### config.mk
export PLATFORM = sky130hd
export DESIGN_NAME = os_array_ctrl
export DESIGN_NICKNAME = d
export VERILOG_FILES = /design/src/rtl/os_array_ctrl.sv
export SDC_FILE = /design/constraint.sdc
export NUM_CORES = 1
export LEC_CHECK = 0
export CORE_ASPECT_RATIO = 0.6
export CORE_UTILIZATION = 44
export CTS_CLUSTER_DIAMETER = 80
export DETAILED_ROUTE_END_ITERATION = 7
export PLACE_DENSITY = 0.68
export REMOVE_ABC_BUFFERS = 1
export SLEW_MARGIN = 30
export SYNTH_ARGS = -nofsm -noshare
export SYNTH_HDL_FRONTEND = slang
export SYNTH_SLANG_ARGS = --single-unit
### constraint.sdc
create_clock -name clk -period 5.2 [get_ports clk]
set_input_delay 1.04 -clock clk [delete_from_list [all_inputs] [get_ports clk]]
set_output_delay 1.04 -clock clk [all_outputs]
set_load 0.01 [all_outputs]
### src/rtl/os_array_ctrl.sv
// Sequencing controller for an output-stationary PE array: clear, feed k_len skewed
// beats, flush the skew, drain one accumulator row per handshake, then signal done.
module os_array_ctrl #(
   parameter int ROWS  = 4,
   parameter int COLS  = 4,
   parameter int KW    = 8,
   parameter int STAGE = 0,
   localparam int RW   = (ROWS > 1) ? $clog2(ROWS) : 1
) (
   input  logic          clk,
   input  logic          rst,
   input  logic          start,
   input  logic [KW-1:0] k_len,
   input  logic          in_valid,
   output logic          in_ready,
   output logic          pipeline_en,
   output logic          cell_en,
   output logic          reg_clear,
   output logic          drain_valid,
   input  logic          drain_ready,
   output logic [RW-1:0] drain_row,
   output logic          busy,
   output logic          done,
   output logic          err,
   output logic [2:0]    dbg_state
);

   // Handshakes: a beat moves when in_valid & in_ready, a row moves when
   // drain_valid & drain_ready; a valid side holds its data until the transfer.
   localparam int F      = ROWS + COLS - 2 + STAGE;
   localparam int FW     = (F > 1) ? $clog2(F) : 1;
   localparam int F_LAST_I = (F > 0) ? F - 1 : 0;
   localparam logic [FW-1:0] F_LAST   = FW'(F_LAST_I);
   localparam logic [FW-1:0] F_ONE    = FW'(1);
   localparam logic [KW-1:0] K_ONE    = KW'(1);
   localparam logic [RW-1:0] ROW_LAST = RW'(ROWS - 1);
   localparam logic [RW-1:0] ROW_ONE  = RW'(1);

   typedef enum logic [2:0] {
      S_IDLE  = 3'd0,
      S_CLEAR = 3'd1,
      S_FEED  = 3'd2,
      S_FLUSH = 3'd3,
      S_DRAIN = 3'd4,
      S_DONE  = 3'd5
   } state_t;

   state_t        r_state;
   state_t        w_next;
   logic [KW-1:0] r_k_len;
   logic [KW-1:0] r_k_cnt;
   logic [FW-1:0] r_f_cnt;
   logic [RW-1:0] r_drain_row;
   logic          r_err;
   logic          w_beat;
   logic          w_drain_hs;
   logic          w_start_ok;

   assign w_start_ok = start && (k_len != '0);
   assign w_beat     = (r_state == S_FEED) && in_valid;
   assign w_drain_hs = (r_state == S_DRAIN) && drain_ready;

   always_ff @(posedge clk) begin
      if (rst) r_state <= S_IDLE;
      else     r_state <= w_next;
   end

   always_comb begin
      w_next      = r_state;
      in_ready    = 1'b0;
      pipeline_en = 1'b0;
      cell_en     = 1'b0;
      reg_clear   = 1'b0;
      drain_valid = 1'b0;
      done        = 1'b0;
      case (r_state)
         S_IDLE: begin
            if (w_start_ok) w_next = S_CLEAR;
         end
         S_CLEAR: begin
            reg_clear = 1'b1;
            w_next    = S_FEED;
         end
         S_FEED: begin
            // The array only advances on an accepted beat, so skew stays aligned.
            in_ready    = 1'b1;
            pipeline_en = w_beat;
            cell_en     = w_beat;
            if (w_beat && (r_k_cnt == r_k_len - K_ONE)) w_next = S_FLUSH;
         end
         S_FLUSH: begin
            pipeline_en = 1'b1;
            if (r_f_cnt == F_LAST) w_next = S_DRAIN;
         end
         S_DRAIN: begin
            drain_valid = 1'b1;
            if (w_drain_hs && (r_drain_row == ROW_LAST)) w_next = S_DONE;
         end
         S_DONE: begin
            done   = 1'b1;
            w_next = S_IDLE;
         end
         default: w_next = S_IDLE;
      endcase
   end

   always_ff @(posedge clk) begin
      if (rst) begin
         r_k_len     <= '0;
         r_k_cnt     <= '0;
         r_f_cnt     <= '0;
         r_drain_row <= '0;
         r_err       <= 1'b0;
      end else begin
         r_err <= (r_state == S_IDLE) && start && (k_len == '0);
         case (r_state)
            S_IDLE: begin
               if (w_start_ok) r_k_len <= k_len;
            end
            S_CLEAR: begin
               r_k_cnt     <= '0;
               r_f_cnt     <= '0;
               r_drain_row <= '0;
            end
            S_FEED: begin
               if (w_beat) r_k_cnt <= r_k_cnt + K_ONE;
            end
            S_FLUSH: begin
               if (r_f_cnt != F_LAST) r_f_cnt <= r_f_cnt + F_ONE;
            end
            S_DRAIN: begin
               // Row index parks on the last row rather than wrapping.
               if (w_drain_hs && (r_drain_row != ROW_LAST))
                  r_drain_row <= r_drain_row + ROW_ONE;
            end
            default: ;
         endcase
      end
   end

   assign drain_row = r_drain_row;
   assign busy      = (r_state != S_IDLE);
   assign err       = r_err;
   assign dbg_state = r_state;

endmodule

==> results of run 1 <==
==> kinds of logic (layout without fill, tap and decap cells) <==
| kind of cell | after synthesis | after routing |
|---|---|---|
| mux | 8 | 8 |
| flops | 25 | 25 |
| xor+xnor | 18 | 18 |
| buf+inv | 16 | 36 |
| fa+ha+maj | 5 | 5 |
| compound gates | 26 | 26 |
| simple gates | 70 | 70 |
==> stage by stage <==
step / std cells / utilization [%] / power (mW) / setup WS [ns]
2_1_floorplan: 159 / - / 0.414 / 2.85
3_3_place_gp: 226 / 56.9 / 0.500 / 1.82
3_5_place_dp: 226 / 56.9 / 0.509 / 1.76
4_1_cts: 230 / 58.4 / 0.623 / 1.76
5_1_grt: 230 / 58.4 / 0.660 / 1.74
6_report: 230 / 58.4 / 0.621 / 1.75
==> routing by layer <==
layer / wire length (um) / global-route usage (%) / up-vias / part of all wire (%)
li1: - / - / 621 / -
met1: 1590 / 27.3 / 585 / 51
met2: 1350 / 30.4 / 39 / 43
met3: 164 / 5.31 / 2 / 5.3
met4: 8 / 3.33 / 0 / 0.26
met5: 0 / 0 / - / 0
==> cell usage after synthesis (all sizes together) (4+ instances only) <==
cell type,instances
dfxtp,25
nor2,23
xor2,11
a21oi,10
clkbuf,8
mux2i,8
inv,7
nand2,7
xnor2,7
nand3,6
nand3b,6
ha,5
nor3,5
nand4,4
==> sequential cells by signal, indices dropped and copies added (netlist names) <==
register / cells
r_k_len: 8
r_f_cnt: 3
drain_row: 2
err: 1
r_k_cnt: 8
dbg_state: 3
==> where the power goes <==
group | internal (mW) | switching, mW | total [mW] | leakage (nW)
sequential | 0.213 | 0.0406 | 0.253 | 0.203
clock | 0.0535 | 0.0594 | 0.113 | 0.0255
combinational | 0.130 | 0.125 | 0.255 | 0.457
==> worst register-to-register path, cell delays in order, from the launching register on <==
cell and delay (ns):
sky130_fd_sc_hd__dfxtp_1 0.46, sky130_fd_sc_hd__inv_1 0.08, sky130_fd_sc_hd__ha_1 0.30, sky130_fd_sc_hd__or2b_1 0.27
sky130_fd_sc_hd__o211a_1 0.13, sky130_fd_sc_hd__o31ai_1 0.21, sky130_fd_sc_hd__o211ai_1 0.16, sky130_fd_sc_hd__a221oi_2 0.29
==> area by class of cell <==
| type | instances | area share (%) |
|---|---|---|
| multi-input cells | 127 | 49.5 |
| inverters | 7 | 1.52 |
| repair buffers | 25 | 14.4 |
| clock inverters | 1 | 0.289 |
| clock buffers | 3 | 2.38 |
| well taps | 42 | 3.03 |
| flip-flops and latches | 25 | 28.9 |
==> how the worst min path moves through the flow <==
stage | start | endpoint | cells past startpoint
floorplan | r_f_cnt[1] | r_f_cnt[1] | 2
finish | r_f_cnt[1] | r_f_cnt[1] | 2
detailed placement | r_f_cnt[1] | r_f_cnt[1] | 2
global placement | r_f_cnt[1] | r_f_cnt[1] | 2
CTS | r_f_cnt[1] | r_f_cnt[1] | 2
global route | r_f_cnt[1] | r_f_cnt[1] | 2
==> Flow_metrics.wiki, run 1 <==
{| class="wikitable"
! Metric !! Value
|-
| Origin of the critical flop-to-flop path || r_k_len[0]
|-
| Number of antenna diodes || 0
|-
| Period Utilization, post-route || 66.4%
|-
| Count of routing violations after the opening detailed-route iteration || 48
|-
| TritonCTS clock tree || done
|-
| Cell with the biggest individual delay on the critical path || sky130_fd_sc_hd__clkdlybuf4s50_1
|-
| Final Hold Vio Count || 0
|-
| Top-level I/O count || 26
|-
| Unrepaired setup endpoints after global routing || no
|-
| Multiplexer area fraction after synthesis || 5.64%
|-
| Power per cell area || 358 nW/um2
|-
| Wire length of the first global-routing pass || 4.91 mm
|-
| Routability congestion estimate || 0.859
|-
| Worst Hold Class || reg2reg
|-
| Top cell type by total area after synthesis || sky130_fd_sc_hd__dfxtp_1
|-
| Number of enable-type register cells in the synthesized netlist || 0
|-
| # hold bufs at CTS || 0
|-
| Floorplan Core Area || 2970 um2
|-
| Dominant combinational cell family by area after synthesis || simple AND/OR/NAND/NOR gates
|-
| Setup crit end || cell_en
|-
| Overall die width || 75.3 um
|-
| Worst endpoint data arrival time || 2.41 ns
|-
| Final total negative setup slack || 0 ns
|-
| Required arrival time at the worst endpoint || 4.16 ns
|-
| CP max stage delay || 0.57 ns
|-
| Fill count || 293
|-
| Stages on worst setup path || 3
|-
| Biggest area contributors in the synthesized netlist || sky130_fd_sc_hd__dfxtp_1, sky130_fd_sc_hd__xor2_1, sky130_fd_sc_hd__nor2_1
|-
| R2R depth || 7
|-
| Highest achievable clock rate || 290 MHz
|-
| Average cell area after synthesis || 8.45 um2
|-
| Register bit total from synthesis || 25
|-
| Die Height || 46.0 um
|-
| Most frequent cells in the layout || sky130_fd_sc_hd__dfxtp_1, sky130_fd_sc_hd__clkdlybuf4s50_1, sky130_fd_sc_hd__nor2_1, sky130_fd_sc_hd__xor2_1, sky130_fd_sc_hd__a21oi_1
|-
| Clock transition at the register clock pins on the worst setup and hold paths after CTS || 0.08 ns
|-
| Yosys top cell area share || 35.3%
|-
| Clk Latency, worst-skew pair || 0.27 ns
|-
| Most frequent cell on the critical path || sky130_fd_sc_hd__clkdlybuf4s50_1
|-
| Adder-cell share of the synthesized area || 4.41%
|-
| Detailed-route via count || 1,247
|-
| Root Buffer || sky130_fd_sc_hd__clkbuf_8
|-
| Netlist cell types || 36
|-
| Sequential element share of the synthesized area || 35.3%
|-
| Cell area after placement || 1690 um2
|-
| Number of buffers added on ports || 25
|-
| Post-CTS setup-driven buffer insertion count || 0
|-
| Status || finished clean
|-
| Sink Count || 25
|-
| FF-to-FF End || dbg_state[0]
|-
| Crit path buffers/inverters || 2
|-
| Pin slew with the least headroom to its limit || 0.661 ns
|-
| Total length of routed wires || 3.11 mm
|-
| Routed wire per std cell || 13.5 um
|-
| Post_cts resized || 0
|-
| Critical Path Start || in_valid
|-
| Count of nets left with antenna violations after detail routing || 0
|-
| CTS HTree Levels || 1
|-
| Reg-to-reg setup timing slack || 3.22 ns
|-
| Pins over their slew limit || 0
|-
| Number of DRC violations after detailed routing || 0
|-
| Fraction of final layout cells sized beyond drive strength 1 || 5.85%
|-
| Sum of net half-perimeters after detailed placement || 2.46 mm
|-
| Number of buffers inserted during clock tree synthesis || 3
|-
| Number of nets in the final layout || 207
|-
| Kind of cell with the highest combined delay on the critical path || buffers and inverters
|-
| Pin count of the biggest net entering global routing || 18
|-
| Basic-gate share of the synthesized area counting and, or, nand and nor cells || 25.7%
|-
| Signed area change from the synthesized netlist to the final layout || 22.1%
|-
| Crit path max fanout || 3
|-
| Peak supply drop || 0.000204 V
|-
| Sequence of cells on the critical path || clkdlybuf4s50_1, and4bb_2, clkdlybuf4s50_1
|-
| Compound-gate portion of the synthesized area || 13.5%
|-
| Worst hold margin || 0.523 ns
|-
| Area occupied by multi-input gates || 857 um2
|-
| Number of violations of the max-capacitance limit || 0
|-
| Post-route design area || 1730 um2
|-
| Xor-xnor portion of the synthesized cell area || 11.1%
|-
| Global route overflow || 0
|-
| Number of global-route vias before repair || 1,110
|-
| Type of origin of the critical path || input pin
|-
| Setup CP Type || in2out
|-
| Share of synthesized registers carrying an async set or reset || 0%
|-
| CP endpoint kind || output pin
|-
| Number of instances in the synthesized netlist || 168
|-
| Leakage power summed over all cells || 0.685 nW
|-
| Final setup vio count || 0
|-
| Std cell rows || 15
|-
| Final Skew || 0.00544 ns
|-
| Cell Area, Synth || 1420 um2
|-
| Initial cell density of the core || 47.8%
|-
| Die Area || 3460 um2
|-
| First-pass DRT Iterations || 4
|-
| Worst relative slew slack || 55.8%
|-
| Overall global routing resource usage || 19.5%
|-
| Antenna violations before repair || 0
|-
| Period minus WS final || 3.45 ns
|-
| Total number of yosys warnings || 0
|-
| Avg Vias per Cell || 5.42
|-
| Deepest clock path buffer count || 2
|-
| Dominant register cell in the synthesized netlist || sky130_fd_sc_hd__dfxtp_1
|-
| Register Area || 500 um2
|}
Note: power is estimated with default switching activity, not from simulation.
==> run 2, diff against run 1 <==
==> constraint.sdc (replaced) <==
create_clock -name clk -period 3.2 [get_ports clk]
set_input_delay 0.64 -clock clk [delete_from_list [all_inputs] [get_ports clk]]
set_output_delay 0.64 -clock clk [all_outputs]
set_load 0.01 [all_outputs]
==> Flow_metrics.wiki, run 2 (synthesis gave the netlist of run 1 again) <==
{| class="wikitable"
! Metric !! Value
|-
| Number of antenna diodes || 0
|-
| Number of buffers inserted during clock tree synthesis || 3
|-
| Global route overflow || 0
|-
| Worst hold margin || 0.520 ns
|-
| Die Area || 3460 um2
|-
| FF-to-FF End || dbg_state[0]
|-
| Top-level I/O count || 26
|-
| Antenna violations before repair || 0
|-
| Type of origin of the critical path || input pin
|-
| Period minus WS final || 2.61 ns
|-
| Pin slew with the least headroom to its limit || 0.586 ns
|-
| Overall die width || 75.3 um
|-
| Launch instance of the worst min-delay path || r_f_cnt[1]
|-
| First-pass DRT Iterations || 4
|-
| Most frequent cells in the layout || sky130_fd_sc_hd__dfxtp_1, sky130_fd_sc_hd__clkdlybuf4s50_1, sky130_fd_sc_hd__nor2_1, sky130_fd_sc_hd__xor2_1, sky130_fd_sc_hd__a21oi_1
|-
| Post_cts resized || 0
|-
| Power per cell area || 583 nW/um2
|-
| Number of placed instances with taps included || 227
|-
| Pin count of the biggest net entering global routing || 14
|-
| Final total negative setup slack || 0 ns
|-
| TritonCTS clock tree || done
|-
| Crit path max fanout || 3
|-
| Worst relative slew slack || 60.5%
|-
| R2R depth || 7
|-
| Sum of net half-perimeters after detailed placement || 2.53 mm
|-
| Status || finished clean
|-
| Required arrival time at the worst endpoint || 2.56 ns
|-
| Final Skew || 0.000975 ns
|-
| Overall global routing resource usage || 20.7%
|-
| Initial cell density of the core || 47.8%
|-
| Peak supply drop || 0.000266 V
|-
| Routed wire per std cell || 14.0 um
|-
| Die Height || 46.0 um
|-
| End point of the most critical hold path || r_f_cnt[1]
|-
| Worst Hold Class || reg2reg
|-
| Largest registers ranked by flip-flop count || r_k_cnt (8), r_k_len (8)
|-
| Leakage power summed over all cells || 0.687 nW
|-
| Origin of the critical flop-to-flop path || r_k_len[0]
|-
| Signed area change from the synthesized netlist to the final layout || 22.6%
|-
| Deepest clock path buffer count || 2
|-
| Wire length of the first global-routing pass || 5.18 mm
|-
| Clk Latency, worst-skew pair || 0.27 ns
|-
| Sink Count || 25
|-
| Post-route design area || 1740 um2
|-
| Avg Vias per Cell || 5.42
|-
| Count of routing violations after the opening detailed-route iteration || 88
|-
| Pins over their slew limit || 0
|-
| Cell area after placement || 1690 um2
|-
| Post-CTS setup-driven buffer insertion count || 0
|-
| Hold Path Cell Cnt || 2
|-
| Setup CP Type || in2out
|-
| Detailed-route via count || 1,251
|-
| Reg-to-reg setup timing slack || 1.22 ns
|-
| Floorplan Core Area || 2970 um2
|-
| Fill count || 271
|-
| Highest achievable clock rate || 383 MHz
|-
| # hold bufs at CTS || 0
|-
| Period Utilization, post-route || 81.7%
|-
| Worst endpoint data arrival time || 1.97 ns
|-
| Final Hold Vio Count || 0
|-
| Routability congestion estimate || 0.865
|-
| Count of nets left with antenna violations after detail routing || 0
|-
| Clock transition at the register clock pins on the worst setup and hold paths after CTS || 0.08 ns
|-
| Number of buffers added on ports || 25
|-
| Number of DRC violations after detailed routing || 0
|-
| CP endpoint kind || output pin
|-
| Number of global-route vias before repair || 1,122
|-
| Root Buffer || sky130_fd_sc_hd__clkbuf_8
|-
| Std cell rows || 15
|-
| Total length of routed wires || 3.23 mm
|-
| Fraction of final layout cells sized beyond drive strength 1 || 5.82%
|-
| Number of violations of the max-capacitance limit || 0
|-
| CTS HTree Levels || 1
|-
| Unrepaired setup endpoints after global routing || no
|-
| Final standard cell count with taps included and fillers excluded || 231
|-
| Number of nets in the final layout || 208
|-
| Final setup vio count || 0
|}
## run 2: stage by stage
step                      worst slack (ns)  utilization (%)  total power, mW
after detailed placement             0.593             57.1            0.829
after global routing                 0.513             58.6             1.07
final                                0.586             58.6             1.01
after floorplan                       1.45                -            0.674
after CTS                            0.591             58.6             1.02
after global placement               0.621             57.1            0.814
## run 2: worst max-delay path, stage by stage
cell and delay (ns):
sky130_fd_sc_hd__clkdlybuf4s50_1 0.51, sky130_fd_sc_hd__and4bb_2 0.28, sky130_fd_sc_hd__clkdlybuf4s50_1 0.55
## run 2: area by class of cell
type / count / area (um2) / share of cell area, %
clock buffers: 4 / 45.0 / 2.59
inverters: 7 / 26.3 / 1.51
multi-input cells: 127 / 857 / 49.3
flip-flops and latches: 25 / 500 / 28.8
well taps: 42 / 52.6 / 3.02
repair buffers: 26 / 258 / 14.8
## run 2: worst max path at each step
stage	endpoint	depth (start not counted)	start	slack [ns]
after floorplan	dbg_state[0]	5	r_k_len[2]	1.45
after global placement	cell_en	3	in_valid	0.62
after detailed placement	cell_en	3	in_valid	0.59
after CTS	cell_en	3	in_valid	0.59
after global routing	in_ready	2	dbg_state[1]	0.51
final	cell_en	3	in_valid	0.59
## run 2: power breakdown
| group | internal, mW | switching (mW) |
|---|---|---|
| clock | 0.0891 | 0.0955 |
| combinational | 0.212 | 0.204 |
| sequential | 0.346 | 0.0671 |
## run 2: metal layers
metal | up-vias | share of wire, % | global-route usage [%]
met3 | 3 | 5.4 | 4.87
met2 | 35 | 44 | 32.5
met4 | 0 | 0.28 | 4.44
met1 | 588 | 50 | 29.0
li1 | 625 | - | -
met5 | - | 0 | 0
==> run 3, diff against run 2 <==
--- a/config.mk
+++ b/config.mk
@@ -9,7 +9,7 @@
 export CORE_UTILIZATION = 44
 export CTS_CLUSTER_DIAMETER = 80
 export DETAILED_ROUTE_END_ITERATION = 7
-export PLACE_DENSITY = 0.68
+export PLACE_DENSITY = 0.71
 export REMOVE_ABC_BUFFERS = 1
 export SLEW_MARGIN = 30
 export SYNTH_ARGS = -nofsm -noshare
==> constraint.sdc (replaced) <==
create_clock -name clk -period 2.12 [get_ports clk]
set_input_delay 0.424 -clock clk [delete_from_list [all_inputs] [get_ports clk]]
set_output_delay 0.424 -clock clk [all_outputs]
set_load 0.01 [all_outputs]
==> Flow_metrics.wiki, run 3 (synthesis gave the netlist of run 1 again) <==
{| class="wikitable"
! Metric !! Value
|-
| Status || finished clean
|-
| Number of buffers inserted during clock tree synthesis || 3
|-
| Total length of routed wires || 3.51 mm
|-
| Power per cell area || 875 nW/um2
|-
| Final Skew || 0.00166 ns
|-
| Overall global routing resource usage || 22.0%
|-
| Number of DRC violations after detailed routing || 0
|-
| Initial cell density of the core || 47.8%
|-
| Detailed-route via count || 1,269
|-
| Overall power || 1.58 mW
|-
| Count of nets left with antenna violations after detail routing || 0
|-
| Floorplan Core Area || 2970 um2
|-
| Setup CP Type || reg2out
|-
| DP Worst Slack || -0.0177 ns
|-
| Area occupied by multi-input gates || 870 um2
|-
| Avg Vias per Cell || 5.33
|-
| Clock transition at the register clock pins on the worst setup and hold paths after CTS || 0.08 ns
|-
| Top-level I/O count || 26
|-
| Antenna violations before repair || 0
|-
| Number of violations of the max-capacitance limit || 0
|-
| Wire length of the first global-routing pass || 5.46 mm
|-
| Final total negative setup slack || 0 ns
|-
| Number of buffers added on ports || 25
|-
| First-pass DRT Iterations || 4
|-
| Pins over their slew limit || 0
|-
| Worst Hold Class || reg2reg
|-
| Final setup vio count || 0
|-
| Fill count || 278
|-
| Root Buffer || sky130_fd_sc_hd__clkbuf_8
|-
| Routed wire per std cell || 14.7 um
|-
| Period Utilization, post-route || 97.3%
|-
| Clk Latency, worst-skew pair || 0.26 ns
|-
| Final Hold Vio Count || 0
|-
| Fin worst setup slack || 0.0572 ns
|-
| Highest achievable clock rate || 485 MHz
|-
| Pin count of the biggest net entering global routing || 17
|-
| CP endpoint kind || output pin
|-
| Deepest clock path buffer count || 2
|-
| Leakage power summed over all cells || 0.737 nW
|-
| Number of antenna diodes || 0
|-
| TritonCTS clock tree || done
|-
| Overall die width || 75.3 um
|-
| Peak supply drop || 0.000447 V
|-
| Number of global-route vias before repair || 1,170
|-
| Number of nets in the final layout || 215
|-
| Die Height || 46.0 um
|-
| Largest registers ranked by flip-flop count || r_k_cnt (8), r_k_len (8)
|-
| Required arrival time at the worst endpoint || 1.70 ns
|-
| Worst endpoint data arrival time || 1.64 ns
|-
| Most frequent cells in the layout || sky130_fd_sc_hd__clkdlybuf4s50_1, sky130_fd_sc_hd__nor2_1, sky130_fd_sc_hd__dfxtp_1, sky130_fd_sc_hd__xor2_1, sky130_fd_sc_hd__a21oi_1
|-
| Type of origin of the critical path || register
|-
| Signed area change from the synthesized netlist to the final layout || 27.6%
|-
| Global route overflow || 0
|-
| Die Area || 3460 um2
|-
| Std cell rows || 15
|-
| Sum of net half-perimeters after detailed placement || 2.66 mm
|-
| Fraction of final layout cells sized beyond drive strength 1 || 12.8%
|-
| Pin slew with the least headroom to its limit || 0.623 ns
|-
| Commonest non-fill, non-tap cell in the layout || sky130_fd_sc_hd__clkdlybuf4s50_1
|-
| Count of routing violations after the opening detailed-route iteration || 74
|-
| Register Area || 507 um2
|-
| Period minus WS final || 2.06 ns
|-
| Crit path max fanout || 7
|-
| # hold bufs at CTS || 0
|-
| Worst relative slew slack || 58.1%
|-
| Routability congestion estimate || 0.792
|-
| CTS HTree Levels || 1
|-
| Sink Count || 25
|}
-- run 3: critical path, cell delays in order, from the launching register on --
cell,delay (ns)
sky130_fd_sc_hd__dfxtp_2,0.40
sky130_fd_sc_hd__inv_1,0.12
sky130_fd_sc_hd__nor3_2,0.27
sky130_fd_sc_hd__clkdlybuf4s50_1,0.58
-- run 3: layout make-up --
type | instances | share of cell area, %
well taps | 42 | 2.90
inverters | 7 | 1.45
multi-input cells | 127 | 48.0
repair buffers | 33 | 17.1
clock buffers | 3 | 2.28
clock inverters | 1 | 0.276
flip-flops and latches | 25 | 28.0
-- run 3: what timing repair did --
action | in CTS | in global routing
hold endpoints to repair | 0 | 0
buffers inserted | 0 | 0
gates resized for setup | 4 | 4
setup endpoints to repair | 3 | 3
pin swaps | 0 | 0
-- run 3: path summary, 6_finish.rpt --
| check | startpoint | endpoint | slack (ns) | depth (start not counted) |
|---|---|---|---|---|
| worst max-delay path | dbg_state[2] | drain_valid | 0.06 | 3 |
| worst min-delay path | r_f_cnt[1] | r_f_cnt[1] | 0.53 | 2 |
| worst max register to register | r_k_len[0] | dbg_state[0] | 0.15 | 7 |
| worst min register to register | r_f_cnt[1] | r_f_cnt[1] | 0.53 | 2 |
-- run 3: stage by stage --
stage	util, %	cells	hold slack (ns)	instance area (um2)
finish	61.1	238	0.527	1810
global route	61.1	238	0.562	1810
CTS	60.6	238	0.523	1800
detailed placement	58.9	234	0.511	1750
floorplan	-	159	0.475	1380
global placement	58.9	234	0.488	1750
-- run 3: routing by layer --
layer	share of wire, %	track usage, %	up-vias
met5	0	0	-
met4	0.94	5.93	0
met3	5.5	6.19	6
met2	44	35.4	42
met1	50	29.3	585
li1	-	-	636
-- run 3: power breakdown --
part | internal (mW) | total [mW] | switching [mW]
clock | 0.131 | 0.276 | 0.145
combinational | 0.348 | 0.672 | 0.324
sequential | 0.528 | 0.635 | 0.107
